## src/rtl/wb_pkg.sv

```systemverilog
// -----------------------------------------------------------------------------
// wb_pkg
// Shared types and constants for the write-back arbiter slice.
//   wb_entry_t            : one buffered load response (destination + data).
//   WB_FIFO_DEPTH_DEFAULT : default load-response buffer depth.
//   rd_onehot()           : register-index decoder. x0 maps to no bit, so x0
//                           can never appear in the pending scoreboard.
// -----------------------------------------------------------------------------
package wb_pkg;

  localparam int WB_FIFO_DEPTH_DEFAULT = 2;

  typedef struct packed {
    logic [4:0]  rd;
    logic [31:0] data;
  } wb_entry_t;

  function automatic logic [31:0] rd_onehot(input logic [4:0] rd);
    logic [31:0] v;
    v = 32'd0;
    if (rd != 5'd0) v[rd] = 1'b1;
    return v;
  endfunction

endpackage

```

## src/rtl/wb_arbiter_if.sv

```systemverilog
// -----------------------------------------------------------------------------
// wb_arbiter_if
// Bundles every non-clock/reset signal of wb_arbiter.
//   alu_valid/alu_rd/alu_data          : pipeline write-back request
//   ld_issue_valid/ld_issue_rd         : load issued to memory
//   ld_rsp_valid/ld_rsp_ready/rd/data  : load response handshake
//   rf_we/rf_rd/rf_data                : register-file write port
//   pending                            : in-flight load destination bitmap
// Modports:
//   master : the pipeline / memory side (drives requests, sees results)
//   slave  : the arbiter itself
// -----------------------------------------------------------------------------
interface wb_arbiter_if;

  logic        alu_valid;
  logic [4:0]  alu_rd;
  logic [31:0] alu_data;

  logic        ld_issue_valid;
  logic [4:0]  ld_issue_rd;

  logic        ld_rsp_valid;
  logic        ld_rsp_ready;
  logic [4:0]  ld_rsp_rd;
  logic [31:0] ld_rsp_data;

  logic        rf_we;
  logic [4:0]  rf_rd;
  logic [31:0] rf_data;

  logic [31:0] pending;

  modport master (
    output alu_valid, alu_rd, alu_data,
    output ld_issue_valid, ld_issue_rd,
    output ld_rsp_valid, ld_rsp_rd, ld_rsp_data,
    input  ld_rsp_ready,
    input  rf_we, rf_rd, rf_data,
    input  pending
  );

  modport slave (
    input  alu_valid, alu_rd, alu_data,
    input  ld_issue_valid, ld_issue_rd,
    input  ld_rsp_valid, ld_rsp_rd, ld_rsp_data,
    output ld_rsp_ready,
    output rf_we, rf_rd, rf_data,
    output pending
  );

endinterface

```

## src/rtl/wb_fifo.sv

```systemverilog
// -----------------------------------------------------------------------------
// wb_fifo
// Synchronous FIFO of wb_entry_t used to buffer load responses.
// Pointers carry one extra wrap bit so full and empty are distinguishable
// without a separate counter.
// Ports:
//   clk, reset_n : clock, asynchronous active-low reset (empties the FIFO)
//   push         : write push_entry (honoured when not full, or when full
//                  and popping in the same cycle)
//   push_entry   : entry to write
//   pop          : remove the head entry (ignored when empty)
//   head         : current head entry (valid when !empty)
//   full, empty  : occupancy flags
// Parameter DEPTH must be a power of two, >= 2.
// -----------------------------------------------------------------------------
module wb_fifo
  import wb_pkg::*;
#(
  parameter int DEPTH = WB_FIFO_DEPTH_DEFAULT
) (
  input  logic      clk,
  input  logic      reset_n,
  input  logic      push,
  input  wb_entry_t push_entry,
  input  logic      pop,
  output wb_entry_t head,
  output logic      full,
  output logic      empty
);

  localparam int AW = $clog2(DEPTH);

  logic [AW:0] wr_ptr;
  logic [AW:0] rd_ptr;
  wb_entry_t   mem [DEPTH];
  logic        do_push;
  logic        do_pop;

  assign empty   = (wr_ptr == rd_ptr);
  assign full    = (wr_ptr[AW] != rd_ptr[AW]) &&
                   (wr_ptr[AW-1:0] == rd_ptr[AW-1:0]);
  assign do_pop  = pop && !empty;
  assign do_push = push && (!full || do_pop);
  assign head    = mem[rd_ptr[AW-1:0]];

  always_ff @(posedge clk or negedge reset_n) begin
    if (!reset_n) begin
      wr_ptr <= '0;
      rd_ptr <= '0;
    end else begin
      // NOTE: sequential state uses non-blocking assignments so every
      // register samples pre-edge values regardless of statement order.
      if (do_push) wr_ptr <= wr_ptr + {{AW{1'b0}}, 1'b1};
      if (do_pop)  rd_ptr <= rd_ptr + {{AW{1'b0}}, 1'b1};
    end
  end

  // NOTE: storage is deliberately not reset; the pointers alone define which
  // entries are valid, and leaving the array reset-free keeps it a plain RAM.
  always_ff @(posedge clk) begin
    if (do_push) mem[wr_ptr[AW-1:0]] <= push_entry;
  end

endmodule

```

## src/rtl/wb_arbiter.sv

```systemverilog
// -----------------------------------------------------------------------------
// wb_arbiter
// Merges the never-stalling pipeline write-back and buffered load responses
// onto the single register-file write port, and tracks in-flight load
// destinations in a 32-bit pending scoreboard for the hazard unit.
// Ports:
//   clk     : clock, rising edge
//   reset_n : asynchronous active-low reset (clears outputs, FIFO, pending)
//   bus     : wb_arbiter_if.slave (pipeline, load issue/response, rf write
//             port, pending bitmap)
// Parameter FIFO_DEPTH : load-response buffer entries (power of two, >= 2).
// Build option WB_BYPASS_EN : when defined, a response arriving with the FIFO
//   empty and no ALU write is written straight through (1-cycle latency);
//   otherwise every response goes through the FIFO (2-cycle minimum).
// Priority: ALU > FIFO head > bypassed response. Writes to x0 are dropped,
// but a dropped load still consumes its FIFO entry.
// -----------------------------------------------------------------------------
module wb_arbiter
  import wb_pkg::*;
#(
  parameter int FIFO_DEPTH = WB_FIFO_DEPTH_DEFAULT
) (
  input  logic         clk,
  input  logic         reset_n,
  wb_arbiter_if.slave  bus
);

  wb_entry_t   fifo_head;
  wb_entry_t   rsp_entry;
  logic        fifo_full;
  logic        fifo_empty;
  logic        push;
  logic        pop;
  logic        bypass;

  logic        wr_en;
  logic [4:0]  wr_rd;
  logic [31:0] wr_data;
  logic        ld_done;
  logic [31:0] pend_set;
  logic [31:0] pend_clr;
  logic [31:0] pending_nxt;

  logic        rf_we_q;
  logic [4:0]  rf_rd_q;
  logic [31:0] rf_data_q;
  logic [31:0] pending_q;

  assign rsp_entry = '{rd: bus.ld_rsp_rd, data: bus.ld_rsp_data};

  // Ready depends on occupancy only, so a full FIFO refuses a response even
  // in a cycle where it is also being drained.
  assign bus.ld_rsp_ready = !fifo_full;

  always_comb begin
    pop = !bus.alu_valid && !fifo_empty;
`ifdef WB_BYPASS_EN
    bypass = !bus.alu_valid && fifo_empty && bus.ld_rsp_valid;
`else
    bypass = 1'b0;
`endif
    push = bus.ld_rsp_valid && !fifo_full && !bypass;
  end

  wb_fifo #(
    .DEPTH (FIFO_DEPTH)
  ) u_fifo (
    .clk        (clk),
    .reset_n    (reset_n),
    .push       (push),
    .push_entry (rsp_entry),
    .pop        (pop),
    .head       (fifo_head),
    .full       (fifo_full),
    .empty      (fifo_empty)
  );

  // Write-port source select.
  always_comb begin
    // NOTE: every signal gets a default first so no path leaves it unassigned
    // and no latch is inferred.
    wr_rd   = 5'd0;
    wr_data = 32'd0;
    ld_done = 1'b0;
    wr_en   = 1'b0;
    if (bus.alu_valid) begin
      wr_rd   = bus.alu_rd;
      wr_data = bus.alu_data;
      wr_en   = 1'b1;
    end else if (pop) begin
      wr_rd   = fifo_head.rd;
      wr_data = fifo_head.data;
      ld_done = 1'b1;
      wr_en   = 1'b1;
    end else if (bypass) begin
      wr_rd   = bus.ld_rsp_rd;
      wr_data = bus.ld_rsp_data;
      ld_done = 1'b1;
      wr_en   = 1'b1;
    end
    if (wr_rd == 5'd0) wr_en = 1'b0;
  end

  // Scoreboard: a new issue to the same register overrides a retiring load,
  // since the newer load is still outstanding.
  always_comb begin
    pend_clr    = ld_done ? rd_onehot(wr_rd) : 32'd0;
    pend_set    = bus.ld_issue_valid ? rd_onehot(bus.ld_issue_rd) : 32'd0;
    pending_nxt = (pending_q & ~pend_clr) | pend_set;
  end

  always_ff @(posedge clk or negedge reset_n) begin
    if (!reset_n) begin
      rf_we_q   <= 1'b0;
      rf_rd_q   <= 5'd0;
      rf_data_q <= 32'd0;
      pending_q <= 32'd0;
    end else begin
      rf_we_q   <= wr_en;
      pending_q <= pending_nxt;
      if (wr_en) begin
        rf_rd_q   <= wr_rd;
        rf_data_q <= wr_data;
      end
    end
  end

  assign bus.rf_we   = rf_we_q;
  assign bus.rf_rd   = rf_rd_q;
  assign bus.rf_data = rf_data_q;
  assign bus.pending = pending_q;

endmodule

```

## src/flat_wrapper.sv

```systemverilog
// flat-port wrapper written by rule: the top's interface ports become plain ports
module wb_arbiter_flat import wb_pkg::*;
#(
  parameter int FIFO_DEPTH = WB_FIFO_DEPTH_DEFAULT
)
  (clk, reset_n, bus_alu_valid, bus_alu_rd, bus_alu_data, bus_ld_issue_valid, bus_ld_issue_rd, bus_ld_rsp_valid, bus_ld_rsp_rd, bus_ld_rsp_data, bus_ld_rsp_ready, bus_rf_we, bus_rf_rd, bus_rf_data, bus_pending);
  wb_arbiter_if bus_i ();
  input  logic clk;
  input  logic reset_n;
  input wire logic [$bits(bus_i.alu_valid)-1:0] bus_alu_valid;
  input wire logic [$bits(bus_i.alu_rd)-1:0] bus_alu_rd;
  input wire logic [$bits(bus_i.alu_data)-1:0] bus_alu_data;
  input wire logic [$bits(bus_i.ld_issue_valid)-1:0] bus_ld_issue_valid;
  input wire logic [$bits(bus_i.ld_issue_rd)-1:0] bus_ld_issue_rd;
  input wire logic [$bits(bus_i.ld_rsp_valid)-1:0] bus_ld_rsp_valid;
  input wire logic [$bits(bus_i.ld_rsp_rd)-1:0] bus_ld_rsp_rd;
  input wire logic [$bits(bus_i.ld_rsp_data)-1:0] bus_ld_rsp_data;
  output wire logic [$bits(bus_i.ld_rsp_ready)-1:0] bus_ld_rsp_ready;
  output wire logic [$bits(bus_i.rf_we)-1:0] bus_rf_we;
  output wire logic [$bits(bus_i.rf_rd)-1:0] bus_rf_rd;
  output wire logic [$bits(bus_i.rf_data)-1:0] bus_rf_data;
  output wire logic [$bits(bus_i.pending)-1:0] bus_pending;
  assign bus_i.alu_valid = bus_alu_valid;
  assign bus_i.alu_rd = bus_alu_rd;
  assign bus_i.alu_data = bus_alu_data;
  assign bus_i.ld_issue_valid = bus_ld_issue_valid;
  assign bus_i.ld_issue_rd = bus_ld_issue_rd;
  assign bus_i.ld_rsp_valid = bus_ld_rsp_valid;
  assign bus_i.ld_rsp_rd = bus_ld_rsp_rd;
  assign bus_i.ld_rsp_data = bus_ld_rsp_data;
  assign bus_ld_rsp_ready = bus_i.ld_rsp_ready;
  assign bus_rf_we = bus_i.rf_we;
  assign bus_rf_rd = bus_i.rf_rd;
  assign bus_rf_data = bus_i.rf_data;
  assign bus_pending = bus_i.pending;
  wb_arbiter #(.FIFO_DEPTH(FIFO_DEPTH)) u_core (.clk(clk), .reset_n(reset_n), .bus(bus_i));
endmodule
```

## config.mk

```make
export PLATFORM = sky130hd
export DESIGN_NAME = wb_arbiter_flat
export DESIGN_NICKNAME = d
export VERILOG_FILES = /design/src/rtl/wb_pkg.sv /design/src/rtl/wb_arbiter_if.sv /design/src/rtl/wb_fifo.sv /design/src/rtl/wb_arbiter.sv /design/src/flat_wrapper.sv
export SDC_FILE = /design/constraint.sdc
export NUM_CORES = 1
export LEC_CHECK = 0
export CAP_MARGIN = 5
export CORE_MARGIN = 2
export CORE_UTILIZATION = 40
export CTS_BUF_LIST = sky130_fd_sc_hd__clkbuf_2
export CTS_CLUSTER_SIZE = 8
export DETAILED_ROUTE_END_ITERATION = 10
export GPL_TIMING_DRIVEN = 1
export PLACE_DENSITY_LB_ADDON = 0.2
export SLEW_MARGIN = 20
export SYNTH_ARGS = -nofsm -noshare
export SYNTH_HDL_FRONTEND = slang
export SYNTH_SLANG_ARGS = --single-unit
export TNS_END_PERCENT = 100
```

## constraint.sdc

```tcl
create_clock -name clk -period 6 [get_ports clk]
set_clock_uncertainty 0.1 [all_clocks]
set_input_delay 0.9 -clock clk [delete_from_list [all_inputs] [get_ports clk]]
set_output_delay 0.9 -clock clk [all_outputs]
set_load 0.01 [all_outputs]
```

==> metrics.yaml <==
run_status:
  outcome: "completed"
timing:
  maxSlewHeadroom_pct: 34.0
  holdWs_ps: 302
  rsz0062_at_grt: "false"
  hold_viol_final: 0
  slew_violations: 0
  setup_violations: 0
  tightest_slew_ps: 986
  period_share_pct: 62.6
  fin_setup_tns_ps: 0
  fmaxAchievable_ghz: 0.266
  finalCriticalPeriod_ps: 3750
floorplan:
  io_pins: 155
  die_h_um: 131
  core_um2: 15800
  die_x_um: 131
  start_util_pct: 40.6
  die-area_um2: 17000
  rows: 46
pwr:
  p_leak_nw: 3.36
  p_per_area_nw_per_um2: 459
  power_mw: 3.86
  irDropWorstVdd_uv: 173
grt:
  grt.overflow.total: 0
  grtUsageTotal_pct: 19.3
  grt_max_degree: 75
  grt_pass1_vias: 4783
  antenna_found_initial: 2
  grt_pass1_wl_um: 24700
placement:
  dp.cells: 835
  dp_hpwl_um: 11000
  gp_congestion: 0.829
  io_buffers: 154
setup_path:
  crit_fanout: 51
  crit_chain: "buf_4 > xnor2_1 > nand2_1 > clkdlybuf4s50_1"
  critPathLaunchType: "register"
  required_ps: 5000
  crit_type: "register to output pin"
  cp_slowest_stage_delay_ps: 630
  endpoint_kind: "output pin"
  slowest_stage: "buf_4"
  cp.arrival_ps: 2750
route:
  routedWlPerCell_um: 18.1
  first_pass_iters: 4
  drtIter0Drc: 298
  postRouteWirelength_um: 15800
  drc_errors: 0
  antenna_left: 0
  routed_via_density: 5.15
  via_count: 4484
cts:
  cts.sinks: 148
  cts.path.max_buffers: 2
  insertion_delay_ps: 670
  h-tree-depth: 4
  cts_tree: "yes"
  cts_resized: 0
  cts_buffers: 17
  clock-root-buffer: "clkbuf_2"
  path_clk_slew_ps: 190
synth:
  syn_area_um2: 6410
  synth_edf_count: 74
  synthTopCellsByArea: "edfxtp_1 35%, dfrtp_1 29%, mux2i_1 5.5%"
  synthArstFlopShare_pct: 50.0
  synthDistinctLibCells: 50
  yosysTopAreaCellShare_pct: 34.7
  synthCells: 485
  syn_area_per_cell_um2: 13.2
  yosysTopAreaCell: "edfxtp_1"
  yosysWarningCount: 0
  syn_nets: 569
  ys_ff_latch: 148
  synth_flop_cell: "edfxtp_1"
  ys_seq_area_share_pct: 63.6
worst_hold_path:
  min-delay-path-class: "register to register"
layout:
  areaGrowthSynthToFinish_pct: 31.2
  layout.cells.non_filler: 870
  most-common-layout-cells: "152 x clkdlybuf4s50_1, 74 x edfxtp_1, 73 x dfrtp_1, 55 x o21ai_0, 46 x nand2_1"
  mostFrequentLayoutCell: "clkdlybuf4s50_1"
  drive_gt1_share_pct: 13.3
  fin_nets: 724
  fin_util_pct: 53.3
  fillCellCount: 1397
job:
  drv_cap: 0
synthesized netlist by cell type, drive strengths merged, types with 3 or more instances:
library cell,instances
nor3,3
a21oi,14
a2bb2oi,4
clkbuf,13
nor3b,3
nor2,21
buf,10
o21ai,57
edfxtp,74
xnor2,5
a21o,3
xor2,3
o2111ai,4
inv,19
mux2i,35
a31oi,3
o31ai,6
or3b,3
o41ai,4
dfrtp,74
nand3,3
nor4,3
nand3b,6
nand2,46
o221ai,6
mux2,37
nand4,3
flip-flops by register name, summed over array words and instances (netlist names):
signal,count
u_core.bus.rf_rd,5
u_core.u_fifo.wr_ptr,2
u_core.bus.pending,32
u_core.bus.rf_data,32
u_core.u_fifo.rd_ptr,2
u_core.bus.rf_we,1
u_core.u_fifo.mem,74
worst max-delay path: cells and delay by family, from the launching register on:
| family | cells | cell delay, ps |
|---|---|---|
| AND/OR/NAND/NOR | 1 | 190 |
| flip-flops | 1 | 430 |
| XOR/XNOR | 1 | 270 |
| buffers and inverters | 2 | 1190 |
power breakdown:
group / total, mW / internal, mW / switching [mW]
Combinational: 1.63 / 0.828 / 0.807
Sequential: 1.66 / 1.46 / 0.203
Clock: 0.563 / 0.240 / 0.324
layout make-up:
| class | count | area (µm²) | area share [%] |
|---|---|---|---|
| clock buffers | 24 | 120 | 1.43 |
| inverters | 19 | 71.3 | 0.848 |
| repair buffers | 159 | 1610 | 19.1 |
| diodes | 1 | 2.50 | 0.0298 |
| clock inverters | 8 | 111 | 1.32 |
| flip-flops and latches | 148 | 4080 | 48.5 |
| multi-input cells | 295 | 2150 | 25.6 |
| well taps | 216 | 270 | 3.22 |
layer usage:
metal | wire, µm | vias up | global-route usage (%) | share of wire [%]
met2 | 7660 | 170 | 31.2 | 49
li1 | - | 2118 | - | -
met5 | 13 | - | 0 | 0.082
met1 | 6770 | 2173 | 24.9 | 43
met3 | 1120 | 21 | 5.42 | 7.1
met4 | 219 | 2 | 7.13 | 1.4
timing repair:
item,CTS,global route
buffers inserted,0,0
hold buffers,0,1
endpoints found under the hold margin,0,27
metrics by stage:
| step | setup WS [ps] | area, µm² |
|---|---|---|
| 5_1_grt | 2010 | 8410 |
| 3_3_place_gp | 2470 | 8110 |
| 6_report | 2250 | 8410 |
| 2_1_floorplan | 2930 | 6410 |
| 3_5_place_dp | 2400 | 8140 |
| 4_1_cts | 2110 | 8370 |
path summary, 6_finish.rpt:
path | slack (ps) | endpoint | depth (start not counted) | start
worst min-delay path | 300 | u_core.bus.pending[0]$_DFF_PN0_ | 0 | u_core.bus.pending[0]$_DFF_PN0_
worst min register to register | 300 | u_core.bus.pending[0]$_DFF_PN0_ | 0 | u_core.bus.pending[0]$_DFF_PN0_
max in group asynchronous | 4640 | u_core.bus.pending[23]$_DFF_PN0_ | 3 | reset_n
min in group asynchronous | 570 | u_core.bus.rf_data[1]$_DFFE_PN0P_ | 2 | reset_n
worst max register to register | 3020 | u_core.bus.pending[16]$_DFF_PN0_ | 5 | u_core.u_fifo.rd_ptr[0]$_DFFE_PN0P_
worst max-delay path | 2250 | bus_ld_rsp_ready | 4 | u_core.u_fifo.rd_ptr[0]$_DFFE_PN0P_
cell families after synthesis:
group                     Yosys count  share of synthesized area (%)
DFF                               148                           63.6
AOI/OAI and AO/OA                 113                           11.3
and+or+nand+nor                   102                           7.71
muxes                              72                           12.9
buffers and inverters              42                           3.14
xor gates and xnor gates            8                           1.33
No activity file was read; power rests on OpenSTA's default activity.
